## src/rtl/pong_match_if.sv

```systemverilog
// Game-side bundle of the pong match controller: frame strobe, buttons, ball/paddle
// positions in; FSM state, object enables, hit pulses and scores out.
interface pong_match_if #(
    parameter int unsigned FIELD_W = 64,
    parameter int unsigned FIELD_H = 32,
    parameter int unsigned SCORE_W = 4
);
    localparam int unsigned XW = $clog2(FIELD_W);
    localparam int unsigned YW = $clog2(FIELD_H);

    logic               tick;
    logic               start_n;
    logic               play_again_n;
    logic               pause_n;
    logic               mode_pvp;
    logic [XW-1:0]      ball_x;
    logic [YW-1:0]      ball_y;
    logic               ball_step;
    logic [YW-1:0]      left_pad_y;
    logic [YW-1:0]      right_pad_y;
    logic [2:0]         state;
    logic               objs_rst_n;
    logic               run;
    logic               hit_left;
    logic               hit_right;
    logic [SCORE_W-1:0] left_score;
    logic [SCORE_W-1:0] right_score;
    logic [1:0]         winner;

    modport master (
        output tick, start_n, play_again_n, pause_n, mode_pvp,
               ball_x, ball_y, ball_step, left_pad_y, right_pad_y,
        input  state, objs_rst_n, run, hit_left, hit_right,
               left_score, right_score, winner
    );

    modport slave (
        input  tick, start_n, play_again_n, pause_n, mode_pvp,
               ball_x, ball_y, ball_step, left_pad_y, right_pad_y,
        output state, objs_rst_n, run, hit_left, hit_right,
               left_score, right_score, winner
    );
endinterface

```

## src/rtl/pong_match_ctrl.sv

```systemverilog
// Pong match controller: start/serve/rally/point/game-over sequencing, paddle
// collision detection, scoring with optional win-by-two, object reset/run enables.
module pong_match_ctrl #(
    parameter int unsigned FIELD_W     = 64,
    parameter int unsigned FIELD_H     = 32,
    parameter int unsigned PAD_H       = 4,
    parameter int unsigned SCORE_W     = 4,
    parameter int unsigned WIN_SCORE   = 11,
    parameter int unsigned WIN_BY_TWO  = 0,
    parameter int unsigned SERVE_TICKS = 30
) (
    input  logic        clk,
    input  logic        reset,
    pong_match_if.slave bus
);
    localparam int unsigned XW  = $clog2(FIELD_W);
    localparam int unsigned YW  = $clog2(FIELD_H);
    localparam int unsigned YW1 = YW + 1;
    localparam int unsigned CW  = $clog2(SERVE_TICKS + 1);
    localparam int unsigned SW1 = SCORE_W + 1;

    typedef enum logic [2:0] {
        IDLE  = 3'd0,
        SERVE = 3'd1,
        PLAY  = 3'd2,
        PAUSE = 3'd3,
        POINT = 3'd4,
        OVER  = 3'd5
    } stateT;

    stateT              state;
    stateT              nextState;
    logic [CW-1:0]      serveCnt;
    logic               modePvp;
    logic               pausePrev;
    logic               pausePend;
    logic               pausePendNext;
    logic [SCORE_W-1:0] leftScore;
    logic [SCORE_W-1:0] rightScore;
    logic [1:0]         winner;
    logic               hitLeft;
    logic               hitRight;
    logic               objsRstN;
    logic               run;
    logic               objsRstNNext;
    logic               runNext;

    function automatic logic [SCORE_W-1:0] satInc(input logic [SCORE_W-1:0] v);
        return (v == '1) ? v : v + SCORE_W'(1);
    endfunction

    // Paddle windows are computed one bit wider so a paddle near the bottom edge does not wrap
    logic [YW1-1:0] ballY1;
    logic [YW1-1:0] leftTop;
    logic [YW1-1:0] rightTop;
    logic [YW1-1:0] leftBot;
    logic [YW1-1:0] rightBot;
    logic           inLeft;
    logic           inRight;
    logic           atLeft;
    logic           atRight;
    logic           strike;
    logic           hitL;
    logic           hitR;
    logic           miss;

    assign ballY1   = {1'b0, bus.ball_y};
    assign leftTop  = {1'b0, bus.left_pad_y};
    assign rightTop = {1'b0, bus.right_pad_y};
    assign leftBot  = leftTop + YW1'(PAD_H - 1);
    assign rightBot = rightTop + YW1'(PAD_H - 1);
    assign inLeft   = (ballY1 >= leftTop) && (ballY1 <= leftBot);
    assign inRight  = (ballY1 >= rightTop) && (ballY1 <= rightBot);
    assign atLeft   = (bus.ball_x == XW'(1));
    assign atRight  = (bus.ball_x >= XW'(FIELD_W - 2));
    assign strike   = bus.tick && bus.ball_step && (state == PLAY) && (atLeft || atRight);
    assign hitL     = strike && atLeft && inLeft;
    assign hitR     = strike && !atLeft && atRight && inRight;
    assign miss     = strike && !hitL && !hitR;

    logic [SW1-1:0] left1;
    logic [SW1-1:0] right1;
    logic           leftWins;
    logic           rightWins;

    assign left1     = {1'b0, leftScore};
    assign right1    = {1'b0, rightScore};
    assign leftWins  = (left1 >= SW1'(WIN_SCORE)) &&
                       ((WIN_BY_TWO == 0) || (left1 >= right1 + SW1'(2)));
    assign rightWins = (right1 >= SW1'(WIN_SCORE)) &&
                       ((WIN_BY_TWO == 0) || (right1 >= left1 + SW1'(2)));

    // Pause edges are caught every clk and held until the next tick in PLAY/PAUSE
    logic pauseFall;
    logic pauseReq;

    assign pauseFall = pausePrev & ~bus.pause_n;
    assign pauseReq  = pausePend | pauseFall;

    always_ff @(posedge clk or negedge reset) begin
        if (!reset) begin
            state <= IDLE;
        end else begin
            state <= nextState;
        end
    end

    always_comb begin
        nextState     = state;
        pausePendNext = 1'b0;
        case (state)
            IDLE:  if (bus.tick && !bus.start_n) nextState = SERVE;
            SERVE: if (bus.tick && (serveCnt == CW'(SERVE_TICKS - 1))) nextState = PLAY;
            PLAY: begin
                if (miss) begin
                    nextState = modePvp ? POINT : OVER;
                end else if (bus.tick && !strike && pauseReq) begin
                    nextState = PAUSE;
                end
            end
            PAUSE: if (bus.tick && pauseReq) nextState = PLAY;
            POINT: begin
                if (bus.tick) begin
                    nextState = (leftWins || rightWins) ? OVER : SERVE;
                end
            end
            OVER:  if (bus.tick && !bus.play_again_n) nextState = IDLE;
            default: nextState = IDLE;
        endcase
        if (((state == PLAY) || (state == PAUSE)) && (nextState == state)) begin
            pausePendNext = pauseReq;
        end
    end

    always_comb begin
        objsRstNNext = 1'b1;
        runNext      = 1'b0;
        case (nextState)
            IDLE, POINT, OVER: objsRstNNext = 1'b0;
            PLAY:              runNext      = 1'b1;
            default: ;
        endcase
    end

    always_ff @(posedge clk or negedge reset) begin
        if (!reset) begin
            serveCnt   <= '0;
            modePvp    <= 1'b0;
            pausePrev  <= 1'b1;
            pausePend  <= 1'b0;
            leftScore  <= '0;
            rightScore <= '0;
            winner     <= 2'b00;
            hitLeft    <= 1'b0;
            hitRight   <= 1'b0;
            objsRstN   <= 1'b0;
            run        <= 1'b0;
        end else begin
            pausePrev <= bus.pause_n;
            pausePend <= pausePendNext;
            hitLeft   <= hitL;
            hitRight  <= hitR;
            objsRstN  <= objsRstNNext;
            run       <= runNext;
            if (state != SERVE) begin
                serveCnt <= '0;
            end else if (bus.tick) begin
                serveCnt <= serveCnt + CW'(1);
            end
            if ((state == IDLE) && bus.tick && !bus.start_n) begin
                modePvp <= bus.mode_pvp;
            end
            if (nextState == IDLE) begin
                leftScore  <= '0;
                rightScore <= '0;
                winner     <= 2'b00;
            end else begin
                if ((hitL || hitR) && !modePvp) leftScore <= satInc(leftScore);
                if (miss && modePvp) begin
                    if (atLeft) rightScore <= satInc(rightScore);
                    else        leftScore  <= satInc(leftScore);
                end
                if (miss && !modePvp) winner <= 2'b01;
                if ((state == POINT) && bus.tick) begin
                    if (leftWins)       winner <= 2'b01;
                    else if (rightWins) winner <= 2'b10;
                end
            end
        end
    end

    assign bus.state       = state;
    assign bus.objs_rst_n  = objsRstN;
    assign bus.run         = run;
    assign bus.hit_left    = hitLeft;
    assign bus.hit_right   = hitRight;
    assign bus.left_score  = leftScore;
    assign bus.right_score = rightScore;
    assign bus.winner      = winner;
endmodule

```

## src/flat_wrapper.sv

```systemverilog
// flat-port wrapper written by rule: the top's interface ports become plain ports
module pong_match_ctrl_flat 
#(
    parameter int unsigned FIELD_W     = 64,
    parameter int unsigned FIELD_H     = 32,
    parameter int unsigned PAD_H       = 4,
    parameter int unsigned SCORE_W     = 4,
    parameter int unsigned WIN_SCORE   = 11,
    parameter int unsigned WIN_BY_TWO  = 0,
    parameter int unsigned SERVE_TICKS = 30
)
  (clk, reset, bus_tick, bus_start_n, bus_play_again_n, bus_pause_n, bus_mode_pvp, bus_ball_x, bus_ball_y, bus_ball_step, bus_left_pad_y, bus_right_pad_y, bus_state, bus_objs_rst_n, bus_run, bus_hit_left, bus_hit_right, bus_left_score, bus_right_score, bus_winner);
  pong_match_if #(.FIELD_W(FIELD_W), .FIELD_H(FIELD_H), .SCORE_W(SCORE_W)) bus_i ();
  input  logic clk;
  input  logic reset;
  input wire logic [$bits(bus_i.tick)-1:0] bus_tick;
  input wire logic [$bits(bus_i.start_n)-1:0] bus_start_n;
  input wire logic [$bits(bus_i.play_again_n)-1:0] bus_play_again_n;
  input wire logic [$bits(bus_i.pause_n)-1:0] bus_pause_n;
  input wire logic [$bits(bus_i.mode_pvp)-1:0] bus_mode_pvp;
  input wire logic [$bits(bus_i.ball_x)-1:0] bus_ball_x;
  input wire logic [$bits(bus_i.ball_y)-1:0] bus_ball_y;
  input wire logic [$bits(bus_i.ball_step)-1:0] bus_ball_step;
  input wire logic [$bits(bus_i.left_pad_y)-1:0] bus_left_pad_y;
  input wire logic [$bits(bus_i.right_pad_y)-1:0] bus_right_pad_y;
  output wire logic [$bits(bus_i.state)-1:0] bus_state;
  output wire logic [$bits(bus_i.objs_rst_n)-1:0] bus_objs_rst_n;
  output wire logic [$bits(bus_i.run)-1:0] bus_run;
  output wire logic [$bits(bus_i.hit_left)-1:0] bus_hit_left;
  output wire logic [$bits(bus_i.hit_right)-1:0] bus_hit_right;
  output wire logic [$bits(bus_i.left_score)-1:0] bus_left_score;
  output wire logic [$bits(bus_i.right_score)-1:0] bus_right_score;
  output wire logic [$bits(bus_i.winner)-1:0] bus_winner;
  assign bus_i.tick = bus_tick;
  assign bus_i.start_n = bus_start_n;
  assign bus_i.play_again_n = bus_play_again_n;
  assign bus_i.pause_n = bus_pause_n;
  assign bus_i.mode_pvp = bus_mode_pvp;
  assign bus_i.ball_x = bus_ball_x;
  assign bus_i.ball_y = bus_ball_y;
  assign bus_i.ball_step = bus_ball_step;
  assign bus_i.left_pad_y = bus_left_pad_y;
  assign bus_i.right_pad_y = bus_right_pad_y;
  assign bus_state = bus_i.state;
  assign bus_objs_rst_n = bus_i.objs_rst_n;
  assign bus_run = bus_i.run;
  assign bus_hit_left = bus_i.hit_left;
  assign bus_hit_right = bus_i.hit_right;
  assign bus_left_score = bus_i.left_score;
  assign bus_right_score = bus_i.right_score;
  assign bus_winner = bus_i.winner;
  pong_match_ctrl #(.FIELD_W(FIELD_W), .FIELD_H(FIELD_H), .PAD_H(PAD_H), .SCORE_W(SCORE_W), .WIN_SCORE(WIN_SCORE), .WIN_BY_TWO(WIN_BY_TWO), .SERVE_TICKS(SERVE_TICKS)) u_core (.clk(clk), .reset(reset), .bus(bus_i));
endmodule
```

## config.mk

```make
export PLATFORM = sky130hd
export DESIGN_NAME = pong_match_ctrl_flat
export DESIGN_NICKNAME = d
export VERILOG_FILES = /design/src/rtl/pong_match_if.sv /design/src/rtl/pong_match_ctrl.sv /design/src/flat_wrapper.sv
export SDC_FILE = /design/constraint.sdc
export NUM_CORES = 1
export LEC_CHECK = 0
export CORE_MARGIN = 5
export CORE_UTILIZATION = 45
export DETAILED_ROUTE_END_ITERATION = 6
export PLACE_DENSITY_LB_ADDON = 0.3
export SETUP_SLACK_MARGIN = 0.15
export SYNTH_ARGS = -nofsm -noshare
export SYNTH_HDL_FRONTEND = slang
export SYNTH_SLANG_ARGS = --single-unit
```

## constraint.sdc

```tcl
create_clock -name clk -period 5.6 [get_ports clk]
set_input_delay 1.12 -clock clk [delete_from_list [all_inputs] [get_ports clk]]
set_output_delay 1.12 -clock clk [all_outputs]
set_load 0.02 [all_outputs]
```

# After elaboration in Yosys (flattened, before gate mapping)
# Index checks and enable logic that the tools add are counted.
# totals
reg_bits,25
latch_bits,0
mem_bits_rw,0
romBits,0
in_bits,29
out_inout_bits,17
elab_cells,114
mem_count,0
# op_classes
n_addsub,5
n_mul,0
div,0
n_lt_le_gt_ge,7
n_eq_ne,15
shift,0
muxes,29
n_bitwise,3
reduce_logical,43
# ops
cell,n
$mux W4,9
$logic_and A1 B1 Y1,25
$mux W3,8
$pmux W3 S6,1
$add A5 B2 Y6 const B,2
$eq A3 B3 Y1 const B,4
$le A5 B6 Y1,2
$ge A5 B5 Y1,2
$mux W2,5
$mux W5,2
$eq A3 B2 Y1 const B,3
$add A4 B1 Y4 const B,2
$eq A4 B4 Y1 const B,2
$ge A4 B4 Y1 const B,2
$logic_not A1 Y1,7
$eq A6 B1 Y1 const B,1
$ge A6 B6 Y1 const B,1
$logic_not A3 Y1,2
$reduce_bool A2 Y1,3
$add A5 B1 Y5 const B,1
$eq A5 B5 Y1 const B,1
$logic_or A1 B1 Y1,4
$mux W1,4
$eq A3 B1 Y1 const B,1
other kinds (8),8

# Depth between registers and ports, before layout
# depth
ltp_word,14
depth_mapped,12
ltp_nobuf,11

# Least setup slack after synthesis
# OpenSTA, ideal clock, no wires.
# synth_timing
kind,input port to flip-flop
from,input port bus_left_pad_y[0]
to,"register u_core.leftScore[3], in the netlist u_core.bus.left_score[3]"
arrival_ns,3.284
slack_ns,2.156
stages,12
n_path_buf,1
path_cell_list,inv_1 -> ha_1 -> nor2_1 -> xnor2_1 -> ha_1 -> nand3_1 -> o21a_1 -> o221a_2 -> buf_2 -> or4_4 -> a211oi_1 -> a211oi_1
# synth_between
elab_chain_len,11
elab_cells_between_ends,18
# synth_lines
item,line_no,text
from (decl),flat_wrapper.sv:24,input wire logic [$bits(bus_i.left_pad_y)-1:0] bus_left_pad_y;
$add A5 B2 Y6,pong_match_ctrl.sv:70,assign leftBot = leftTop + YW1'(PAD_H - 1);
$le A5 B6 Y1,pong_match_ctrl.sv:72,assign inLeft = (ballY1 >= leftTop) && (ballY1 <= leftBot);
$logic_and A1 B1 Y1 *,pong_match_ctrl.sv:72,
$logic_and A1 B1 Y1 *,pong_match_ctrl.sv:77,assign hitL = strike && atLeft && inLeft;
named net u_core.hitL,pong_match_ctrl.sv:63,logic hitL;
$logic_not A1 Y1,pong_match_ctrl.sv:79,assign miss = strike && !hitL && !hitR;
$logic_and A1 B1 Y1 (2 in series),pong_match_ctrl.sv:79,
$mux W3,pong_match_ctrl.sv:115,if (miss) begin
$pmux W3 S6,pong_match_ctrl.sv:111,case (state)
$logic_not A3 Y1,pong_match_ctrl.sv:173,if (nextState == IDLE) begin
$mux W4 *,pong_match_ctrl.sv:173,
to (signal assigned),pong_match_ctrl.sv:178,if ((hitL || hitR) && !modePvp) leftScore <= satInc(leftScore);
to (signal assigned),pong_match_ctrl.sv:181,else leftScore <= satInc(leftScore);
to (decl),pong_match_ctrl.sv:38,logic [SCORE_W-1:0] leftScore;
# Mark *: on every way through the listed nets, which the timed path passes. The rest lies on a longest branch.
# A chain may end at the register's enable or synchronous reset.

# Final worst setup path
# layout_timing
from,input port bus_right_pad_y[0]
to,"register u_core.winner[1], in the netlist u_core.bus.winner[1]"
# layout_between
elab_chain_len,12
elab_cells_between_ends,16
# layout_lines
item,line_no,text
from (decl),flat_wrapper.sv:25,input wire logic [$bits(bus_i.right_pad_y)-1:0] bus_right_pad_y;
$add A5 B2 Y6,pong_match_ctrl.sv:71,assign rightBot = rightTop + YW1'(PAD_H - 1);
$le A5 B6 Y1,pong_match_ctrl.sv:73,assign inRight = (ballY1 >= rightTop) && (ballY1 <= rightBot);
$logic_and A1 B1 Y1 *,pong_match_ctrl.sv:73,
$logic_and A1 B1 Y1 *,pong_match_ctrl.sv:78,assign hitR = strike && !atLeft && atRight && inRight;
$logic_not A1 Y1 *,pong_match_ctrl.sv:79,
$logic_and A1 B1 Y1 *,pong_match_ctrl.sv:79,
$logic_and A1 B1 Y1,pong_match_ctrl.sv:183,if (miss && !modePvp) winner <= 2'b01;
$mux W2,pong_match_ctrl.sv:183,
$mux W2,pong_match_ctrl.sv:186,else if (rightWins) winner <= 2'b10;
$mux W2,pong_match_ctrl.sv:185,if (leftWins) winner <= 2'b01;
$mux W2,pong_match_ctrl.sv:184,if ((state == POINT) && bus.tick) begin
$mux W2 *,pong_match_ctrl.sv:173,
to (signal assigned),pong_match_ctrl.sv:176,winner <= 2'b00;
to (signal assigned),pong_match_ctrl.sv:185,
to (signal assigned),pong_match_ctrl.sv:186,
to (decl),pong_match_ctrl.sv:40,logic [1:0] winner;
# Every way passes the cells marked *; elsewhere a longest branch is shown, timed or not.

==> metrics.md <==
| Metric | Value |
|---|---|
| # diodes | `0` |
| FP Rows | `24` |
| Xor-xnor portion of the synthesized cell area | `5.201%` |
| Antenna-violating nets left | `0` |
| Routed wire per std cell | `14.12 um` |
| Hold Path Cell Cnt | `2` |
| Setup bufs post-CTS | `0` |
| Internal | `0.0003525 W` |
| Register area | `626.9 um2` |
| Core area | `4354 um2` |
| Proportion of layout cells with a drive suffix above 1 | `7.463%` |
| Nets | `324` |
| Register area share after synthesis | `31.02%` |
| Die ar. | `5931 um2` |
| Switching part of the total power | `36.96%` |
| RSZ-0062 raised after global routing | `false` |
| Sink Count | `25` |
| Final setup TNS | `0 ns` |
| Multiplexer share of the synthesized area | `3.158%` |
| Yosys warning count | `0` |
| Num CTS Buffers | `3` |
| Reg2reg path depth | `8` |
| I/O Pins | `46` |
| Via density | `5.494` |
| Max-cap violation count | `0` |
| Top FF cell, synth | `dfrtp_1` |
| Post-synthesis adder-cell area fraction | `16.10%` |
| Max-Slew Margin vs Limit | `27.11%` |
| Crit share post-route | `69.28%` |
| # setup viols final | `0` |
| Largest family of logic cells by synthesized area | `simple AND/OR/NAND/NOR gates` |
| Gpl congestion | `0.8662` |
| First-pass GRT wire length | `7.997 mm` |
| Tmin final | `3.880 ns` |
| Tightest Pin Transition | `1.091 ns` |
| Fillcell total | `388` |
| H-tree depth | `1` |
| Achievable Freq | `257.7 MHz` |
| Multi-input logic area | `1294 um2` |
| Root Buffer | `clkbuf_8` |
| Element type at the critical path end | `flip-flop` |
| Synth cell count leaders | `26 x ha_1, 24 x dfrtp_1, 21 x nor2_1` |
| Min-delay worst type | `flip-flop to flip-flop` |
| CTS tree | `done` |
| FF-to-FF setup slack | `3.08 ns` |
| Data arrival, critical path | `4.00 ns` |
| Initial Util | `46.41%` |
| Peak VDD IR | `0.1102 mV` |
| Post-CTS Resized | `0` |
| Worst Hold End | `u_core.bus.winner[1]$_DFF_PN0_` |
| Initial antenna violation count | `0` |
| Hold_buf cts | `0` |
| Clk pwr share | `19.3%` |
| Critical path class | `input pin to flip-flop` |
| Worst-skew pair later-pin latency | `0.27 ns` |
| Pwr per Cell Area | `218.0 nW/um2` |
| Syn nets | `278` |
| Compound-Gate Fraction of Synth Area | `16.04%` |
| Sw power | `0.0002067 W` |
| Clk_skew | `0.008906 ns` |
| Async SR Flop Fraction | `100.0%` |
| P_leak | `1.151 nW` |
| Gr usage total | `15.82%` |
| Yosys reg bits | `25` |
| Die Span Y | `77.01 um` |
| Fin. Hold Viols | `0` |
| Top-count cell post-synth | `ha_1` |
| Top cells by area, synth | `dfrtp_1 30%, ha_1 16%, nor2_1 3.9%` |
| CP Max Fanout | `8` |
| Outcome | `finished, final reports clean` |
| Vias in the first global route | `1759` |
| Seq pwr share | `41.3%` |
| Largest net degree at the start of global routing | `26` |
| Synth area leader | `dfrtp_1` |
| Via count | `1758` |
| Final HPWL DP | `3.662 mm` |
| Max-slew violations | `0` |
| Distinct cells, synth | `50` |
| R2r endpoint | `u_core.bus.winner[1]$_DFF_PN0_` |
| Maximum buffer depth of the clock tree | `2` |
| Worst Min Path Start | `u_core.bus.winner[1]$_DFF_PN0_` |
| Synth-to-Final Area Change | `26.93%` |
| Final WL | `4.517 mm` |
| Post-Syn Area | `2021 um2` |
| Residual DRC | `0` |
| Share of the synthesized area in the top cell type | `29.72%` |
| DRT iter0 DRCs | `148` |
| Comb power frac | `39.5%` |
| Critical Path RT | `5.72 ns` |
| GRT Residual Overflow | `0` |
| IO Port Bufs | `45` |
| EDFF count, synth | `0` |
| Crit path launch type | `input pin` |
| Syn avg cell area | `9.061 um2` |
| DR pass1 iterations | `4` |
| Mapped Cells | `223` |
| Final instance area | `2565 um2` |
| Worst-path clk slew | `0.09 ns` |
| Synth Area in Simple Gates | `23.53%` |
| Placed cell areas | `2519 um2` |
| Die X | `77.01 um` |
| Worst r2r src | `u_core.serveCnt[1]$_DFFE_PN0P_` |
-- per-layer routing --
metal | GRT usage [%] | vias up | part of all wire (%)
li1 | - | 892 | -
met2 | 27.84 | 45 | 49
met1 | 20.93 | 817 | 44
met5 | 0 | - | 0
met4 | 3.093 | 0 | 1.2
met3 | 1.756 | 4 | 5.6
-- cells by family (layout without fill, tap and decap cells) --
group / Yosys count / after routing
AND/OR/NAND/NOR: 81 / 81
AO/OA/AOI/OAI: 49 / 49
adder cells (fa/ha/maj): 26 / 26
flip-flops: 25 / 25
buffers and inverters: 25 / 70
XOR/XNOR: 12 / 12
multiplexers: 5 / 5
-- worst max-delay path, cell delays in order --
cell and delay, ns:
clkdlybuf4s50_1 0.52, inv_1 0.08, ha_1 0.22, nor2_1 0.15, xnor2_1 0.10, ha_1 0.29
nand3_1 0.09, o21a_1 0.20, o221a_2 0.29, nor3b_2 0.45, nor4b_2 0.36, o41ai_1 0.13
-- placed cells by master, fill, tap and decap left out, types with 2 or more instances in the layout --
| master | count |
|---|---|
| a211oi_1 | 3 |
| a21boi_1 | 2 |
| a21o_1 | 2 |
| a21oi_1 | 12 |
| a31oi_1 | 2 |
| and3_1 | 4 |
| clkbuf_8 | 3 |
| clkdlybuf4s50_1 | 45 |
| dfrtp_1 | 24 |
| ha_1 | 26 |
| inv_1 | 20 |
| mux2i_1 | 3 |
| nand2_1 | 10 |
| nand2b_1 | 7 |
| nand3_1 | 6 |
| nand3b_1 | 2 |
| nand4_1 | 4 |
| nor2_1 | 21 |
| nor2b_1 | 2 |
| nor3_1 | 7 |
| nor3b_1 | 2 |
| nor4_1 | 3 |
| o21a_1 | 7 |
| o21ai_0 | 8 |
| o21ai_1 | 2 |
| o221a_2 | 2 |
| o22ai_1 | 2 |
| o31ai_1 | 2 |
| o32ai_1 | 2 |
| xnor2_1 | 6 |
| xor2_1 | 6 |
-- worst max path at each step --
stage	start	endpoint	slack (ns)	cells after the start
final	bus_right_pad_y[0]	u_core.bus.winner[1]$_DFF_PN0_	1.72	12
after global routing	bus_left_pad_y[0]	u_core.bus.winner[1]$_DFF_PN0_	1.53	12
after CTS	bus_right_pad_y[0]	u_core.bus.winner[1]$_DFF_PN0_	1.72	12
after detailed placement	bus_right_pad_y[0]	u_core.bus.winner[1]$_DFF_PN0_	1.42	12
after global placement	bus_left_pad_y[0]	u_core.bus.winner[1]$_DFF_PN0_	1.55	12
after floorplan	bus_left_pad_y[0]	u_core.bus.left_score[3]$_DFF_PN0_	2.16	12
-- sequential cells by signal (all words and copies together) (netlist names) --
name	cells
u_core.serveCnt	5
u_core.bus.left_score	4
u_core.bus.right_score	4
u_core.bus.state	3
u_core.bus.winner	2
u_core.bus.hit_left	1
u_core.bus.hit_right	1
u_core.bus.objs_rst_n	1
u_core.bus.run	1
u_core.modePvp	1
u_core.pausePend	1
u_core.pausePrev	1
-- power groups by stage --
stage / clock [W] / combinational, W / sequential (W)
CTS: 0.000111 / 0.000222 / 0.000231
global route: 0.000119 / 0.000245 / 0.000236
global placement: 0 / 0.000217 / 0.000234
finish: 0.000108 / 0.000221 / 0.000231
detailed placement: 0 / 0.000219 / 0.000235
floorplan: 0 / 0.000136 / 0.000234
-- layout make-up --
cell class,instances,area share [%]
multi-input cells,173,50.44
flip-flops and latches,25,24.44
repair buffers,46,17.85
inverters,20,2.927
well taps,52,2.537
clock buffers,3,1.610
clock inverters,1,0.1951
-- per-stage QoR --
step                utilization [%]  setup slack (ns)  hold slack (ns)   power, W  instances
floorplan                         -             2.156           0.4966  0.0003698        223
global placement              57.84             1.545           0.5265  0.0004510        316
detailed placement            57.84             1.423           0.5624  0.0004542        316
CTS                           58.91             1.719           0.5760  0.0005636        320
global route                  58.91             1.527           0.5895  0.0006006        320
finish                        58.91             1.720           0.5687  0.0005591        320
No activity file was read; power rests on OpenSTA's default activity.
